### src/rtl/tthbif_cfg_rf.sv
// ============================================================================
// tthbif_cfg_rf : byte-command config register file (tap selects, ID, err_cnt)
// Optional readback path: define TTHBIF_CFG_READBACK_EN.   Rev 1.0
// ============================================================================
`default_nettype none

module tthbif_cfg_rf #(
  parameter int unsigned      SEL_W          = 2,
  parameter logic [SEL_W-1:0] SEL_RST        = '1,
  parameter int unsigned      TIMEOUT_CYCLES = 1000000,
  parameter logic [7:0]       ID_VALUE       = 8'hA5
) (
  input  logic             clk_i,
  input  logic             rst_ni,
  input  logic             en_i,
  input  logic             rx_data_valid_i,
  input  logic [7:0]       rx_data_i,
  input  logic             tx_data_ready_i,
  output logic             tx_data_valid_o,
  output logic [7:0]       tx_data_o,
  output logic [SEL_W-1:0] rx_flop_tap_sel_o,
  output logic [SEL_W-1:0] rx_comb_tap_sel_o,
  output logic [SEL_W-1:0] tx_flop_tap_sel_o,
  output logic [SEL_W-1:0] tx_comb_tap_sel_o
);

  localparam int unsigned     C_TO_W    = $clog2(TIMEOUT_CYCLES + 1);
  localparam logic [C_TO_W-1:0] C_TO_LAST = C_TO_W'(TIMEOUT_CYCLES - 1);
  localparam logic [C_TO_W-1:0] C_TO_ONE  = C_TO_W'(1);

  typedef enum logic [1:0] {
    ST_IDLE  = 2'd0,
    ST_WDATA = 2'd1,
    ST_RESP  = 2'd2
  } state_e;

  state_e            state_q;
  logic [SEL_W-1:0]  sel_q [4];
  logic [2:0]        addr_q;
  logic [C_TO_W-1:0] to_cnt_q;
  logic [7:0]        err_cnt_q;
  logic [7:0]        err_cnt_d;

  logic w_rsvd;
  logic w_err_inc;

  assign w_rsvd = |rx_data_i[6:3];

  // One error source per cycle at most, so a single saturating increment suffices.
  always_comb begin
    w_err_inc = 1'b0;
    if (en_i) begin
      case (state_q)
        ST_IDLE:  w_err_inc = rx_data_valid_i && w_rsvd;
        ST_WDATA: w_err_inc = !rx_data_valid_i && (to_cnt_q == C_TO_LAST);
        default:  w_err_inc = rx_data_valid_i;
      endcase
    end
  end

  always_comb begin
    err_cnt_d = err_cnt_q;
    if (w_err_inc && (err_cnt_q != 8'hFF)) begin
      err_cnt_d = err_cnt_q + 8'd1;
    end
  end

`ifdef TTHBIF_CFG_READBACK_EN
  logic       tx_valid_q;
  logic [7:0] tx_data_q;
  logic [7:0] w_rd_data;

  always_comb begin
    w_rd_data = 8'h00;
    case (rx_data_i[2:0])
      3'd0:    w_rd_data = 8'(sel_q[0]);
      3'd1:    w_rd_data = 8'(sel_q[1]);
      3'd2:    w_rd_data = 8'(sel_q[2]);
      3'd3:    w_rd_data = 8'(sel_q[3]);
      3'd4:    w_rd_data = ID_VALUE;
      3'd5:    w_rd_data = err_cnt_q;
      default: w_rd_data = 8'h00;
    endcase
  end

  assign tx_data_valid_o = tx_valid_q;
  assign tx_data_o       = tx_data_q;
`else
  logic unused_tx_ready;
  assign unused_tx_ready = tx_data_ready_i;
  assign tx_data_valid_o = 1'b0;
  assign tx_data_o       = 8'h00;
`endif

  always_ff @(posedge clk_i or negedge rst_ni) begin
    if (!rst_ni) begin
      state_q   <= ST_IDLE;
      addr_q    <= 3'd0;
      to_cnt_q  <= '0;
      err_cnt_q <= 8'h00;
      for (int i = 0; i < 4; i++) begin
        sel_q[i] <= SEL_RST;
      end
`ifdef TTHBIF_CFG_READBACK_EN
      tx_valid_q <= 1'b0;
      tx_data_q  <= 8'h00;
`endif
    end else begin
      err_cnt_q <= err_cnt_d;
      if (!en_i) begin
        state_q  <= ST_IDLE;
        to_cnt_q <= '0;
`ifdef TTHBIF_CFG_READBACK_EN
        tx_valid_q <= 1'b0;
`endif
      end else begin
        case (state_q)
          ST_IDLE: begin
            if (rx_data_valid_i && !w_rsvd) begin
              if (rx_data_i[7]) begin
                addr_q   <= rx_data_i[2:0];
                to_cnt_q <= '0;
                state_q  <= ST_WDATA;
              end
`ifdef TTHBIF_CFG_READBACK_EN
              else begin
                tx_data_q  <= w_rd_data;
                tx_valid_q <= 1'b1;
                state_q    <= ST_RESP;
              end
`endif
            end
          end
          ST_WDATA: begin
            // Addresses 4-7 are read-only; their write data is swallowed.
            if (rx_data_valid_i) begin
              if (!addr_q[2]) begin
                sel_q[addr_q[1:0]] <= rx_data_i[SEL_W-1:0];
              end
              state_q <= ST_IDLE;
            end else if (to_cnt_q == C_TO_LAST) begin
              state_q <= ST_IDLE;
            end else begin
              to_cnt_q <= to_cnt_q + C_TO_ONE;
            end
          end
`ifdef TTHBIF_CFG_READBACK_EN
          ST_RESP: begin
            if (tx_data_ready_i) begin
              tx_valid_q <= 1'b0;
              state_q    <= ST_IDLE;
            end
          end
`endif
          default: state_q <= ST_IDLE;
        endcase
      end
    end
  end

  assign rx_flop_tap_sel_o = sel_q[0];
  assign rx_comb_tap_sel_o = sel_q[1];
  assign tx_flop_tap_sel_o = sel_q[2];
  assign tx_comb_tap_sel_o = sel_q[3];

endmodule

`default_nettype wire

### config.mk
export PLATFORM = sky130hd
export DESIGN_NAME = tthbif_cfg_rf
export DESIGN_NICKNAME = d
export VERILOG_FILES = /design/src/rtl/tthbif_cfg_rf.sv
export SDC_FILE = /design/constraint.sdc
export NUM_CORES = 1
export LEC_CHECK = 0
export ABC_CLOCK_PERIOD_IN_PS = 4730
export BUFFER_PORTS_ARGS = -buffer_cell sky130_fd_sc_hd__buf_2
export CORE_ASPECT_RATIO = 2
export CORE_MARGIN = 3
export CORE_UTILIZATION = 45
export CTS_CLUSTER_SIZE = 10
export DETAILED_ROUTE_END_ITERATION = 8
export GPL_TIMING_DRIVEN = 0
export PLACE_DENSITY = 0.66
export SLEW_MARGIN = 20
export SYNTH_ARGS = -nofsm -noshare
export SYNTH_HDL_FRONTEND = slang
export SYNTH_SLANG_ARGS = --single-unit
### constraint.sdc
create_clock -name clk_i -period 4.73 [get_ports clk_i]
set_clock_uncertainty 0.2 [all_clocks]
set_input_delay 0.2365 -clock clk_i [delete_from_list [all_inputs] [get_ports clk_i]]
set_output_delay 0.2365 -clock clk_i [all_outputs]
set_load 0.03 [all_outputs]
==> impl_metrics.ini <==
[outcome]
status = complete, no violations

[routing]
wl_per_cell_microns = 16.2
viasPerCell = 5.62
vias = 1462
drt_iter0_markers = 25
drc = 0
wirelength_microns = 4220
drtPass1Iterations = 4
ant_nets = 0

[worst_setup_path]
end_kind = flip-flop
cp.required_ps = 4690
critPathKind = reg2reg
rr_startpoint = to_cnt_q[0]$_DFFE_PN0P_
cp_data_arrival_time_ps = 2360
worstReg2RegEnd = to_cnt_q[16]$_DFFE_PN0P_
reg2reg_depth = 6
r2r_slack_ps = 2330
crit_fanout = 6
start_kind = flip-flop

[sta]
drv_slew = 0
report.final.hold_viol_count = 0
tightest_slew_ps = 844
tns_ps = 0
min_period_ps = 2400
maxSlewHeadroom_pct = 43.2
timing.final.crit_share_pct = 50.7
setup_violations = 0
rsz0062_at_grt = false
fmax_mhz = 417

[yosys]
ys_ff_latch = 32
yosys.area.top_type = dfrtp_1
async_reset_ff_share_pct = 100
synth_area_leaders = dfrtp_1 (35%), dfstp_2 (12%), mux2_2 (7.1%)
syn_area_per_cell_sq_um = 9.92
mappedNetlistArea_sq_um = 1740
seq_area_frac_synth_pct = 46.7
synthCells = 175
synth_flop_cell = dfrtp_1
synth_top_area_share_pct = 34.6
synth_edf_count = 0
ys_types = 40
yosysWarnings = 0

[clock_tree]
cts.sinks = 32
htree_levels = 2
cts_resized = 0
cts.root.buffer_cell = clkbuf_8
clkTransAtPathRegs_ps = 70
tritoncts = built
cts_buffer_depth = 2
cts_buffers = 5
clock_latency_ps = 290
post_cts_buffers = 0

[floorplanning]
initial_utilization_pct = 47.6
fp.coreArea_sq_um = 3650
io_pins = 30
die_height_microns = 93.8
dieArea_sq_um = 4680
row_count = 31
die_w_microns = 49.9

[finish]
fillCellCount = 367
diodes = 0
syn_to_final_growth_pct = 17.8
layout-drive-gt1-share_pct = 29.4
finalNetCount = 224
finish.utilization_pct = 56.1

[global_routing]
grt_max_degree = 33
grt_pass1_wl_microns = 6950
gr-total-overflow = 0
grt.total_usage_pct = 19.8
grt_pass1_vias = 1513
antenna_found_initial = 0

[pwr]
p_comb_share_pct = 8.9
power_mw = 0.594
clkPwrFrac_pct = 43.2
vdd_drop_max_uv = 222
power_density_nw_per_um2 = 291
p_switching_mw = 0.138
p_leak_nw = 0.878
seqPwrFrac_pct = 47.9
p_sw_share_pct = 23.3
intPower_mw = 0.456

[flow_run]
cap_violations = 0

[hold_path]
hold_end = tx_comb_tap_sel_o[0]$_DFFE_PN1P_
whs_path_depth = 2
holdCritStartpoint = rx_data_i[0]
hp-class = in2reg

[placed_design]
place_congestion = 0.873
hpwlAfterDp_microns = 3230
port_buffers = 18
## metrics by stage
step	setup WS, ps	cells	area (sq um)	hold slack, ps
floorplan	2630	183	1770	-259
global placement	2420	250	1920	118
detailed placement	2380	250	1920	133
CTS	2350	260	2040	59.7
global route	2180	260	2040	76.4
finish	2330	260	2040	63.6
## final cells by class
| cell class | count | area (sq um) | area share, % |
|---|---|---|---|
| plain buffers | 14 | 96.3 | 4.71 |
| clock buffers | 6 | 72.6 | 3.55 |
| clock inverters | 2 | 35.0 | 1.71 |
| inverters | 4 | 15.0 | 0.734 |
| multi-input cells | 133 | 843 | 41.2 |
| flip-flops and latches | 32 | 811 | 39.7 |
| well taps | 49 | 61.3 | 3.00 |
| repair buffers | 20 | 110 | 5.39 |
## state kept, by name, indices dropped and copies added (netlist names)
register           cells
to_cnt_q              20
rx_comb_tap_sel_o      2
tx_comb_tap_sel_o      2
state_q                1
addr_q                 3
tx_flop_tap_sel_o      2
rx_flop_tap_sel_o      2
## cells in the mapped netlist, drive strengths merged, types with 2 or more instances
master	number
dfrtp	24
o21ai	16
nand2	14
nand3	14
buf	12
mux2	11
dfstp	8
nor2	8
a21oi	7
o31ai	7
or3	6
or4	6
nor3	5
nor4	5
inv	4
a31oi	3
nand4b	3
clkbuf	2
nor3b	2
or2	2
xor2	2
## cell families (layout without fill, tap and decap cells)
kind of cell    after synthesis  count (layout)  share of synthesized area [%]
mux                          11              11                           7.14
other cells                   1               9                          0.216
buf+inv                      18              46                           6.42
xor+xnor                      3               3                           1.51
simple gates                 72              72                           23.6
flops                        32              32                           46.7
fa+ha+maj                     1               1                          0.721
compound gates               37              37                           13.6
## worst max-delay path: stages (launching register included)
cell and delay [ps]:
dfrtp_1 400, ha_1 190, nand3_1 220, nor4_1 800, nand4b_1 220, xor2_1 190, nor2_1 50
## placed cells by master (no fill, tap or decap), types with 7 or more instances in the layout
cell type | synthesis | final
nor2_1 | 8 | 8
conb_1 | 1 | 9
buf_4 | 9 | 9
buf_2 | 2 | 20
dfstp_2 | 8 | 8
nand3_1 | 14 | 14
o21ai_0 | 16 | 16
mux2_2 | 11 | 11
o31ai_1 | 7 | 7
dfrtp_1 | 24 | 24
nand2_1 | 14 | 14
a21oi_1 | 7 | 7
## worst max path at each step
stage / startpoint / end / cells past startpoint
detailed placement: to_cnt_q[0]$_DFFE_PN0P_ / to_cnt_q[16]$_DFFE_PN0P_ / 6
CTS: to_cnt_q[0]$_DFFE_PN0P_ / to_cnt_q[16]$_DFFE_PN0P_ / 6
floorplan: state_q[0]$_DFFE_PN0P_ / to_cnt_q[10]$_DFFE_PN0P_ / 5
global route: to_cnt_q[0]$_DFFE_PN0P_ / to_cnt_q[14]$_DFFE_PN0P_ / 6
finish: to_cnt_q[0]$_DFFE_PN0P_ / to_cnt_q[16]$_DFFE_PN0P_ / 6
global placement: to_cnt_q[12]$_DFFE_PN0P_ / to_cnt_q[12]$_DFFE_PN0P_ / 6
## power by group through the flow
stage,Clock (mW),Combinational (mW),Sequential [mW]
floorplan,0,0.0312,0.291
global placement,0,0.0498,0.289
detailed placement,0,0.0516,0.290
CTS,0.261,0.0530,0.285
global route,0.271,0.0577,0.286
finish,0.257,0.0531,0.285
## routing by layer
layer	global-route usage [%]	share of wire (%)	vias to the layer above
met5	0	0	-
met4	11.8	3.7	0
li1	-	-	696
met3	3.50	2.9	12
met1	18.0	32	718
met2	38.5	61	36
## repair_timing
action                                  in CTS  in global routing
hold buffers                                 2                  0
endpoints found under the hold margin       25                  0
endpoints found under the setup margin       0                  0
Note: power is estimated with default switching activity, not from simulation.
